**src/rtl/single_port_ram_arbiter.sv**
```systemverilog
// Two-port valid/ready arbiter sharing one synchronous single-port RAM.
// RAM_ARB_FIXED_PRIO_EN: port A always wins ties (default: round-robin).
module single_port_ram_arbiter #(
    parameter int ADDR_WIDTH = 8,
    parameter int DATA_WIDTH = 8,
    parameter int DEPTH      = 64
) (
    input  logic                  clk,
    input  logic                  rst_n,
    input  logic                  a_valid,
    input  logic                  a_we,
    input  logic [ADDR_WIDTH-1:0] a_addr,
    input  logic [DATA_WIDTH-1:0] a_wdata,
    output logic                  a_ready,
    output logic                  a_rsp_valid,
    output logic                  a_rsp_err,
    output logic [DATA_WIDTH-1:0] a_rdata,
    input  logic                  b_valid,
    input  logic                  b_we,
    input  logic [ADDR_WIDTH-1:0] b_addr,
    input  logic [DATA_WIDTH-1:0] b_wdata,
    output logic                  b_ready,
    output logic                  b_rsp_valid,
    output logic                  b_rsp_err,
    output logic [DATA_WIDTH-1:0] b_rdata,
    output logic [DATA_WIDTH-1:0] ram_data,
    output logic [ADDR_WIDTH-1:0] ram_addr,
    output logic                  ram_we,
    input  logic [DATA_WIDTH-1:0] ram_q
);

    typedef enum logic [1:0] {
        S_IDLE,
        S_ACCESS,
        S_RESP
    } state_t;

    state_t                r_state;
    state_t                w_next;
    logic                  r_owner_b;
    logic                  r_we;
    logic [ADDR_WIDTH-1:0] r_addr;
    logic [DATA_WIDTH-1:0] r_wdata;
    logic                  w_grant_a;
    logic                  w_grant_b;
    logic                  w_accept;
    logic                  w_in_range;
    logic                  w_rsp;
    logic [DATA_WIDTH-1:0] w_rsp_data;

`ifdef RAM_ARB_FIXED_PRIO_EN
    assign w_grant_a = a_valid;
`else
    logic r_last_b;
    // On a tie, the port that was not granted last goes first.
    assign w_grant_a = a_valid & (~b_valid | r_last_b);
`endif
    assign w_grant_b = b_valid & ~w_grant_a;
    assign w_accept  = (r_state == S_IDLE) & (a_valid | b_valid);

    assign w_in_range = 32'(r_addr) < 32'(DEPTH);
    assign ram_addr   = r_addr;
    assign ram_data   = r_wdata;

    assign w_rsp = ((r_state == S_ACCESS) & r_we) | (r_state == S_RESP);
    assign w_rsp_data = w_in_range ? ram_q : '0;

    always_comb begin
        w_next  = r_state;
        a_ready = 1'b0;
        b_ready = 1'b0;
        ram_we  = 1'b0;
        unique case (r_state)
            S_IDLE: begin
                a_ready = w_grant_a;
                b_ready = w_grant_b;
                if (a_valid | b_valid) begin
                    w_next = S_ACCESS;
                end
            end
            S_ACCESS: begin
                ram_we = r_we & w_in_range;
                w_next = r_we ? S_IDLE : S_RESP;
            end
            S_RESP: begin
                w_next = S_IDLE;
            end
            default: begin
                w_next = S_IDLE;
            end
        endcase
    end

    always_ff @(posedge clk or negedge rst_n) begin
        if (!rst_n) begin
            r_state <= S_IDLE;
        end else begin
            r_state <= w_next;
        end
    end

    always_ff @(posedge clk or negedge rst_n) begin
        if (!rst_n) begin
            r_owner_b   <= 1'b0;
            r_we        <= 1'b0;
            r_addr      <= '0;
            r_wdata     <= '0;
            a_rsp_valid <= 1'b0;
            a_rsp_err   <= 1'b0;
            a_rdata     <= '0;
            b_rsp_valid <= 1'b0;
            b_rsp_err   <= 1'b0;
            b_rdata     <= '0;
`ifndef RAM_ARB_FIXED_PRIO_EN
            r_last_b    <= 1'b1;
`endif
        end else begin
            a_rsp_valid <= 1'b0;
            b_rsp_valid <= 1'b0;
            if (w_accept) begin
                r_owner_b <= w_grant_b;
                r_we      <= w_grant_b ? b_we : a_we;
                r_addr    <= w_grant_b ? b_addr : a_addr;
                r_wdata   <= w_grant_b ? b_wdata : a_wdata;
`ifndef RAM_ARB_FIXED_PRIO_EN
                r_last_b  <= w_grant_b;
`endif
            end
            if (w_rsp) begin
                if (r_owner_b) begin
                    b_rsp_valid <= 1'b1;
                    b_rsp_err   <= ~w_in_range;
                    if (r_state == S_RESP) begin
                        b_rdata <= w_rsp_data;
                    end
                end else begin
                    a_rsp_valid <= 1'b1;
                    a_rsp_err   <= ~w_in_range;
                    if (r_state == S_RESP) begin
                        a_rdata <= w_rsp_data;
                    end
                end
            end
        end
    end

endmodule
```
**config.mk**
```make
export PLATFORM = sky130hd
export DESIGN_NAME = single_port_ram_arbiter
export DESIGN_NICKNAME = d
export VERILOG_FILES = /design/src/rtl/single_port_ram_arbiter.sv
export SDC_FILE = /design/constraint.sdc
export NUM_CORES = 1
export LEC_CHECK = 0
export BUFFER_PORTS_ARGS = -buffer_cell sky130_fd_sc_hd__clkbuf_2
export CAP_MARGIN = 20
export CELL_PAD_IN_SITES_DETAIL_PLACEMENT = 2
export CELL_PAD_IN_SITES_GLOBAL_PLACEMENT = 2
export CORE_MARGIN = 10
export CORE_UTILIZATION = 28
export CTS_CLUSTER_DIAMETER = 80
export DETAILED_ROUTE_END_ITERATION = 8
export PLACE_DENSITY_LB_ADDON = 0.1
export SLEW_MARGIN = 20
export SYNTH_ARGS = -nofsm -noshare
export SYNTH_HDL_FRONTEND = slang
export SYNTH_SLANG_ARGS = --single-unit
export TNS_END_PERCENT = 50
```
**constraint.sdc**
```tcl
create_clock -name clk -period 1.9 [get_ports clk]
set_input_delay 0.285 -clock clk [delete_from_list [all_inputs] [get_ports clk]]
set_output_delay 0.285 -clock clk [all_outputs]
set_load 0.02 [all_outputs]
```
## Word-level counts from Yosys, hierarchy flattened

Index checks and enable logic that the tools add are counted.

| storage, ports and cells | value |
|---|---|
| bits in read-only memories | 0 |
| output and inout port bits | 39 |
| bits in latches | 0 |
| RAM bits | 0 |
| word-level logic and storage cells | 47 |
| memories kept | 0 |
| bits in registers | 41 |

| cells by class | value |
|---|---|
| divide/modulo/power cells | 0 |
| equal/unequal tests | 3 |
| reductions and logical operators | 5 |
| shift operators | 0 |
| add/sub/neg operators | 0 |
| multipliers | 0 |
| mux-type cells | 14 |
| order comparisons | 1 |
| bitwise gates (word level) | 12 |

Operators with widths:

| operator | count |
|---|---|
| 8-bit 2-to-1 mux | 3 |
| 8-bit by 7-bit < comparator with 1-bit output (second input constant) | 1 |
| 1-bit 2-to-1 mux | 8 |
| 3-bit AND reduction | 2 |
| 1-bit AND | 5 |
| 2-bit 2-to-1 mux | 2 |
| 1-bit NOT | 4 |
| 2-bit one-hot mux with 2 select lines | 1 |
| 2-bit AND reduction | 2 |
| 1-bit bitwise OR | 3 |
| 2-bit by 1-bit == test with 1-bit output (second input constant) | 1 |
| 2-bit == test (second input constant) | 1 |
| 2-bit logical NOT | 1 |
| 2-bit by 1-bit inequality test with 1-bit output (second input constant) | 1 |

## Longest topological paths before layout

Gate-level depths: netlist of the first run.

| depth | value |
|---|---|
| depth after elaboration | 6 |
| depth in mapped cells | 6 |
| depth with buffers taken out | 3 |

## Least setup slack after synthesis of the first run

No wires, ideal clock.

| timing | value |
|---|---|
| path type | reg-to-output |
| start | register r_last_b |
| end | output b_ready |
| data arrival time | 1.337 ns |
| stages on the path, launching flop included | 5 |
| path slack | 0.278 ns |
| cells stage by stage | dfstp_2 -> a21bo_1 -> buf_6 -> buf_8 -> nor3_1 |

| on the way | value |
|---|---|
| cells in the longest elaborated chain, start to end | 5 |

RTL lines:

| element | RTL line | RTL |
|---|---|---|
| start: declaration | 54 | `logic r_last_b;` |
| start signal: assignment | 126 | `r_last_b <= w_grant_b;` |
| 1-bit bitwise OR | 56 | `assign w_grant_a = a_valid & (~b_valid \| r_last_b);` |
| 1-bit AND | 56 |  |
| 1-bit NOT | 58 | `assign w_grant_b = b_valid & ~w_grant_a;` |
| 1-bit AND | 58 |  |
| 1-bit 2-to-1 mux | 73 | `unique case (r_state)` |
| end: declaration | 22 | `output logic b_ready,` |

No other way between the ends.

## Worst setup path in the final report of the first run

Same ends and word-level chain as after synthesis.

==> results_dict.tcl, run 1 <==
set metrics [dict create \
    drt-wirelength-per-cell_um 16.82 \
    htree_levels 2 \
    finalHoldViolations 0 \
    r2r_cells 4 \
    required_ns 1.62 \
    dp_cells 316 \
    use_met2_pct 17.84 \
    num_antenna_cells 0 \
    reg2reg_to "ram_data[3]" \
    worst-path-buf-inv 2 \
    max_stage_delay_ns 0.38 \
    drive_above_1_share_pct 54.22 \
    ios 85 \
    yosysUniqueCellTypes 28 \
    yosys_most_used_dff "dfrtp_1" \
    gr-total-overflow 0 \
    grt_pass1_vias 1724 \
    drc_errors 0 \
    fin_cells 326 \
    hold_depth 2 \
    antenna_found_initial 0 \
    fin_ws_ns 0.1186 \
    top_usage_layer "met2" \
    numPortBuffers 84 \
    syn_inst 157 \
    clk_path_buf_depth 2 \
    core_area_um2 6422 \
    gr-usage-met1_pct 13.04 \
    fill_cells 710 \
    synth_seq_cells 41 \
    ys_top_cells_by_count "dfrtp_1, nand2_1, mux2_2" \
    yosysMostFrequentCell "dfrtp_1" \
    grt_pass1_wl_mm 9.039 \
    clk_latency_ns 0.29 \
    nets 294 \
    fp.dieH_um 101.7 \
    rsz0062_at_grt "yes" \
    yosysTopAreaCell "dfrtp_1" \
    cts-buffers-inserted 5 \
    cp_top_family "buffers and inverters" \
    clk_pin_slew_ns 0.07 \
    yosys.area.top_type_share_pct 53.58 \
    cp.arrival_ns 1.50 \
    relSlewSlack_pct 36.63 \
    cts_root_buffer "clkbuf_8" \
    dr.first_iter.drc_count 20 \
    mappedNetlistNets 203 \
    async_flop_share_pct 100.0 \
    yosysSeqAreaShare_pct 54.99 \
    finish.utilization_pct 38.61 \
    worst-setup-path-type "flop to output port" \
    whs_ns 0.2165 \
    row_count 29 \
    vias 1495 \
    r2r-start "r_last_b" \
    antenna_left 0 \
    grt_max_degree 20 \
    die_area_um2 10340 \
    finalPower_mw 4.089 \
    yosys_warnings 0 \
    cp_max_fo 6 \
    finalCriticalPeriod_ns 1.781 \
    cp-start-kind "flop" \
    power.density_nw_per_um2 1649 \
    dpl_worst_slack_ns 0.1291 \
    min_to "r_last_b" \
    cellLeakagePower_nw 1.269 \
    ir_drop_v 0.0004867 \
    crit_slowest_cell "dfstp_2" \
    rrSetupSlack_ns 0.24 \
    post-route-period-util_pct 93.76 \
    cts-resized-gates 0 \
    status "finished clean" \
    fmax_mhz 561.4 \
    via_per_inst 4.586 \
    setup_viol 0 \
    wl_mm 5.482 \
    grt_usage_pct 11.07 \
    max_cap_viol_count 0 \
    cp-end-kind "output port" \
    start_util_pct 29.09 \
    dr.pass1.iters 4 \
    dp_hpwl_mm 4.464 \
    chipWidth_um 101.7 \
    worst_pin_slew_ns 0.9504 \
    met3_usage_pct 4.833 \
    synth_area_um2 1868 \
    hp-start "a_valid" \
    place_congestion 0.6485 \
    slew_violations 0 \
    synth_edf_count 0 \
    cts_sinks 41 \
    hold_path_class "input port to flop" \
    synthTopCellsByArea "dfrtp_1, mux2_2, mux2_4" \
    avgSynthCellArea_um2 11.90 \
    cts_tree "built" \
    syn_to_final_growth_pct 32.75 \
    crit_chain "a21bo_1, buf_4, nor3_1, clkbuf_2" \
    clock_skew_ns 0.005645 \
]
-- routing by layer --
layer,part of all wire (%),up-vias
li1,-,725
met4,0.93,0
met3,7.5,6
met2,49,49
met5,0,-
met1,42,715
-- timing repair --
item | CTS | global route
buffers inserted | 0 | 1
hold buffers | 1 | 0
hold endpoints to repair | 15 | 0
endpoints found under the setup margin | 0 | 2
-- layout by cell type, fill, tap and decap left out --
master,Yosys,final
mux2_4,9,9
nor2_1,1,1
clkbuf_1,4,2
nor2_2,1,1
a21o_1,2,2
dfstp_2,1,1
mux2_2,25,25
clkinv_2,0,1
a21bo_1,1,1
dfrtp_1,40,40
nor3_1,2,2
nand2_1,27,27
o21ai_0,11,11
o21ai_2,1,1
or3b_1,1,1
dlygate4sd3_1,0,1
nand3b_1,2,2
buf_4,0,8
a21oi_1,3,3
nor3b_1,1,1
clkbuf_8,0,5
nand2b_1,2,2
inv_1,3,3
a31oi_1,3,3
and3_1,2,2
clkbuf_2,0,84
a21boi_0,1,1
nand3_1,2,2
o21ai_1,6,6
a211o_1,1,1
-- worst register-to-register path: stages, from the launching register on --
cell     delay [ns]
dfstp_2        0.55
a21bo_1        0.14
buf_4          0.23
mux2_2         0.37
mux2_2         0.26
-- how the worst max path moves through the flow --
stage | start | to | slack, ns | depth (start not counted)
final | r_last_b | b_ready | 0.12 | 4
after detailed placement | a_valid | ram_addr[6] | 0.13 | 3
after floorplan | r_last_b | b_ready | 0.28 | 4
after global routing | r_last_b | b_ready | -0.005 | 4
after CTS | r_state[1] | ram_we | 0.05 | 3
after global placement | a_valid | ram_addr[3] | 0.15 | 3
-- stage by stage --
stage	setup TNS, ns	area [µm²]
finish	0	2480
global placement	0	2381
floorplan	0	1868
detailed placement	0	2381
CTS	0	2472
global route	-0.005404	2480
-- area by class of cell --
cell class	instances	area (µm²)	area share, %
tap	77	96.34	3.885
sequential	41	1027	41.42
timing repair buffer	93	490.5	19.78
clock buffer	7	76.32	3.078
inverter	3	11.26	0.4541
clock inverter	1	5.005	0.2018
multi-input combinational	104	773.2	31.18
-- state kept, by name, summed over array words and instances, names as in the netlist --
register / flops
a_rdata: 8
b_rdata: 8
ram_addr: 8
ram_data: 8
r_state: 2
a_rsp_err: 1
a_rsp_valid: 1
b_rsp_err: 1
b_rsp_valid: 1
r_last_b: 1
r_owner_b: 1
r_we: 1
-- logic make-up after synthesis --
logic type / count (synthesis) / share of synthesized area, %
flops: 41 / 54.99
simple gates: 41 / 10.05
mux: 34 / 22.30
buf+inv: 12 / 3.616
compound gates: 29 / 9.042
-- report_power, final --
| part | switching (mW) | internal (mW) | total, mW | leakage, nW |
|---|---|---|---|---|
| logic | 1.16 | 0.812 | 1.98 | 0.720 |
| clock network | 0.287 | 0.258 | 0.545 | 0.0422 |
| registers | 0.281 | 1.29 | 1.57 | 0.506 |
| total | 1.73 | 2.36 | 4.09 | 1.27 |
Power figures use the tool's default switching activity.
==> run 2: changes to the inputs <==
CELL_PAD_IN_SITES_DETAIL_PLACEMENT = 1   (was 2)
CELL_PAD_IN_SITES_GLOBAL_PLACEMENT = 1   (was 2)
CORE_ASPECT_RATIO = 1.25   (was unset)
CORE_UTILIZATION = 30   (was 28)
==> run 2 against run 1 <==
Maximum frequency rose by 1.4%. Core utilization rose by 2.7 points. Combinational power barely moved. Cell area rose by 2.0%. Via count barely moved. Power rose by 2.0%. Register-to-register slack improved by 0.06 ns. Critical endpoint is now ram_we. Routed wire length fell by 8.3%. Sequential cell count did not move. Critical path depth fell by 1. Worst setup slack improved by 0.024 ns. Largest cell class unchanged. Critical path type unchanged. Non-clock buffer count fell by 3.
==> results_dict.tcl, run 2 (synthesis gave the netlist of run 1 again) <==
set metrics [dict create \
    r2r_cells 4 \
    ir_drop_v 0.0005626 \
    antenna_found_initial 0 \
    wl_mm 5.029 \
    grt_usage_pct 10.63 \
    whs_ns 0.2082 \
    grt_max_degree 23 \
    regArea_um2 1027 \
    seqPwrFrac_pct 37.9 \
    core_area_um2 6126 \
    max_cap_viol_count 0 \
    cts_sinks 41 \
    required_ns 1.62 \
    fp.dieH_um 108.2 \
    clk_path_buf_depth 2 \
    p_int_mw 2.450 \
    dpl_worst_slack_ns 0.2912 \
    grt_pass1_wl_mm 8.480 \
    cts_root_buffer "clkbuf_8" \
    cts-buffers-inserted 5 \
    vias 1494 \
    finalCriticalPeriod_ns 1.757 \
    hold_depth 2 \
    cp_max_fo 10 \
    rsz0062_at_grt "no" \
    via_per_inst 4.514 \
    dp_cells 322 \
    row_count 32 \
    drive_above_1_share_pct 54.88 \
    slew_violations 0 \
    dp_hpwl_mm 4.013 \
    post-route-period-util_pct 92.48 \
    cp.arrival_ns 1.47 \
    layout_commonest_cell "clkbuf_2" \
    postCtsSetupRepairBufs 0 \
    fin_cells 331 \
    cellLeakagePower_nw 1.284 \
    dr.pass1.iters 4 \
    tns_ns 0 \
    chipWidth_um 90.58 \
    relSlewSlack_pct 62.96 \
    power.density_nw_per_um2 1649 \
    clockPowerShare_pct 15.2 \
    num_antenna_cells 0 \
    die_area_um2 9803 \
    drt-wirelength-per-cell_um 15.19 \
    clk_pin_slew_ns 0.08 \
    finalHoldViolations 0 \
    nets 291 \
    clock_skew_ns 0.003320 \
    drc_errors 0 \
    dr.first_iter.drc_count 57 \
    start_util_pct 30.49 \
    antenna_left 0 \
    worst_pin_slew_ns 0.5556 \
    hold_path_class "input port to flop" \
    fill_cells 707 \
    p_sw_mw 1.722 \
    mostFrequentLayoutCells "clkbuf_2, dfrtp_1, nand2_1, mux2_2, o21ai_0" \
    comb_power_share_pct 46.9 \
    fin_ws_ns 0.1429 \
    numPortBuffers 84 \
    cp-start-kind "flop" \
    fmax_mhz 569.1 \
    switching_share_pct 41.27 \
    clk_latency_ns 0.29 \
    cts_tree "built" \
    grt_pass1_vias 1683 \
    syn_to_final_growth_pct 35.43 \
    htree_levels 2 \
    cp-end-kind "output port" \
    gr-total-overflow 0 \
    setup_viol 0 \
    status "finished clean" \
    worst-setup-path-type "flop to output port" \
    ios 85 \
    place_congestion 0.7058 \
    multi_input_area_um2 778.2 \
]
[run 2: changes by cell type in the layout (fill, tap and decap cells not counted)]
cell / previous run / this run
nor3_2: 0 / 1
buf_4: 8 / 2
clkbuf_1: 2 / 0
nor3_1: 2 / 1
buf_12: 0 / 3
clkbuf_8: 5 / 7
[run 2: per-layer routing]
layer  part of all wire, %  vias to the layer above  global-route usage (%)
li1                      -                      720                       -
met1                    41                      710                   11.36
met2                    48                       59                   17.80
met3                    11                        5                   5.895
met4                  0.87                        0                   3.075
met5                     0                        -                       0
[run 2: per-stage QoR]
| stage | cell area (µm²) | utilization, % | power [mW] |
|---|---|---|---|
| final | 2530 | 41.30 | 4.172 |
| after global routing | 2530 | 41.30 | 4.547 |
| after detailed placement | 2414 | 39.40 | 3.622 |
| after floorplan | 1868 | - | 2.860 |
| after CTS | 2525 | 41.22 | 4.279 |
| after global placement | 2414 | 39.40 | 3.591 |
[run 2: critical path, stage by stage, from the launching register on]
cell      delay (ns)
dfrtp_1         0.50
nand3b_1        0.31
nor3_1          0.18
clkbuf_2        0.20
[run 2: worst paths after layout]
path                            startpoint     endpoint  slack [ns]
min in group asynchronous            rst_n   a_rdata[4]        0.51
worst max register to register    r_last_b  ram_data[1]        0.30
worst min-delay path               a_valid     r_last_b        0.21
worst max-delay path            r_state[1]       ram_we        0.14
worst min register to register  a_rdata[5]   a_rdata[5]        0.48
max in group asynchronous            rst_n     r_last_b        0.81
[run 2: repair_timing]
item	in CTS	in global routing
hold buffers	1	0
endpoints found under the hold margin	19	0
setup endpoints to repair	0	1
gates resized for setup	0	1
[run 2: area by class of cell]
cell class	instances	area share (%)
inverters	3	0.4451
well taps	85	4.204
repair buffers	90	19.98
clock inverters	1	0.1978
flip-flops and latches	41	40.60
multi-input cells	104	30.76
clock buffers	7	3.808
[run 2: power by group through the flow]
stage	registers [mW]	clock network, mW	logic, mW
final	1.58	0.635	1.96
after global routing	1.65	0.700	2.20
after CTS	1.59	0.666	2.02
after detailed placement	1.60	0	2.02
after global placement	1.60	0	1.99
after floorplan	1.94	0	0.924
==> run 3: changes to the inputs <==
clock period = 2.2 ns   (was 1.9 ns; I/O delays follow)
==> run 3 against run 2 <==
Clock power down 26%. Largest power group unchanged. Cell area down 2.8%. Critical path depth increased by 1. Sequential share of layout area grew 1.2 points. Final cell count shrank 0.30%. Combinational power is 17% lower. Register-to-register slack improved by 0.10 ns. Routed wire length up 0.36%. Sequential power shrank 14%. Sequential cell count is the same. Clock-buffer cell count grew 1. Critical endpoint is now b_ready. Global-route usage shrank 0.052 points.
==> results_dict.tcl, run 3 (synthesis gave the netlist of run 1 again) <==
set metrics [dict create \
    status "finished clean" \
    place_congestion 0.7260 \
    gr-total-overflow 0 \
    cts_tree "built" \
    cts_root_buffer "clkbuf_8" \
    whs_ns 0.2502 \
    grt_pass1_vias 1667 \
    num_antenna_cells 0 \
    p_int_mw 2.008 \
    chipWidth_um 90.58 \
    p_sw_mw 1.454 \
    drive_above_1_share_pct 53.06 \
    endpoint "b_ready" \
    grt_pass1_wl_mm 8.507 \
    antenna_left 0 \
    layout_commonest_cell "clkbuf_2" \
    numPortBuffers 84 \
    fin_ws_ns 0.2344 \
    cts-buffers-inserted 5 \
    cp-start-kind "flop" \
    clk_latency_ns 0.28 \
    clock_skew_ns 0.004236 \
    cp.arrival_ns 1.64 \
    dr.first_iter.drc_count 16 \
    tns_ns 0 \
    dpl_worst_slack_ns 0.3818 \
    r2r-start "r_last_b" \
    nets 290 \
    die_area_um2 9803 \
    cp_max_fo 16 \
    drc_errors 0 \
    post-route-period-util_pct 89.35 \
    syn_to_final_growth_pct 31.61 \
    wl_mm 5.047 \
    cp-end-kind "output port" \
    fmax_mhz 508.8 \
    rsz0062_at_grt "no" \
    cp_top_family "buffers and inverters" \
    drt-wirelength-per-cell_um 15.29 \
    relSlewSlack_pct 37.78 \
    dp_hpwl_mm 4.023 \
    vias 1490 \
    clockPowerShare_pct 13.6 \
    crit_slowest_cell "dfstp_2" \
    hold_path_class "input port to flop" \
    dr.pass1.iters 3 \
    finalCriticalPeriod_ns 1.966 \
    reg2reg_to "ram_data[3]" \
    ios 85 \
    comb_power_share_pct 47.1 \
    worstSetupStartpoint "r_last_b" \
    rrSetupSlack_ns 0.40 \
    grt_usage_pct 10.58 \
    slew_violations 0 \
    clk_path_buf_depth 2 \
    worst-path-buf-inv 2 \
    ir_drop_v 0.0005054 \
    mostFrequentLayoutCells "clkbuf_2, dfrtp_1, nand2_1, mux2_2, o21ai_0" \
    row_count 32 \
    worst_pin_slew_ns 0.9331 \
    grt_max_degree 20 \
    core_area_um2 6126 \
    cts_sinks 41 \
    worst-setup-path-type "flop to output port" \
    clk_pin_slew_ns 0.08 \
    cellLeakagePower_nw 1.248 \
    via_per_inst 4.515 \
    htree_levels 2 \
    switching_share_pct 41.99 \
    fp.dieH_um 108.2 \
    start_util_pct 30.49 \
    setup_viol 0 \
    required_ns 1.87 \
    r2r_cells 4 \
    antenna_found_initial 0 \
    seqPwrFrac_pct 39.3 \
    finalPower_mw 3.462 \
    max_stage_delay_ns 0.39 \
    finalHoldViolations 0 \
    cp.depth 4 \
    max_cap_viol_count 0 \
    crit_chain "a21bo_1, buf_4, nor3_1, clkbuf_2" \
    power.density_nw_per_um2 1408 \
]
## run 3: timing repair
item                                    4_1_cts  5_1_grt
hold endpoints to repair                     12        0
setup buffers                                 0        0
endpoints found under the setup margin        0        0
hold buffers                                  1        0
gates resized for setup                       0        0
## run 3: through the flow
step	util [%]	area [µm²]	std cells
after global placement	38.66	2369	321
after global routing	40.13	2459	330
after detailed placement	38.66	2369	321
final	40.13	2459	330
after floorplan	-	1868	157
after CTS	40.13	2459	330
## run 3: worst min-delay path by stage
stage / start / to / depth (start not counted)
3_3_place_gp: rst_n / a_rdata[6] / 1
5_1_grt: a_valid / r_last_b / 2
3_5_place_dp: rst_n / a_rdata[6] / 1
2_1_floorplan: rst_n / a_rdata[0] / 0
4_1_cts: a_valid / r_last_b / 2
6_report: a_valid / r_last_b / 2
## run 3: power by group through the flow
stage          Clock, mW  Sequential (mW)  Combinational, mW
3_3_place_gp           0             1.37               1.66
6_report           0.469             1.36               1.63
2_1_floorplan          0             1.67              0.798
4_1_cts            0.495             1.37               1.69
3_5_place_dp           0             1.39               1.68
5_1_grt            0.523             1.43               1.80
## run 3: cell type report
type                       count  area [µm²]
timing repair buffer          89       460.4
inverter                       3       11.26
sequential                    41        1027
tap                           85       106.4
fill                         694        3667
multi-input combinational    104       773.2
clock buffer                   8       80.08
## run 3: layer usage
layer | up-vias | global-route usage [%] | share of wire, %
li1 | 716 | - | -
met1 | 711 | 12.16 | 41
met2 | 57 | 16.92 | 48
met3 | 6 | 5.479 | 10
met4 | 0 | 3.075 | 1.1
met5 | - | 0 | 0
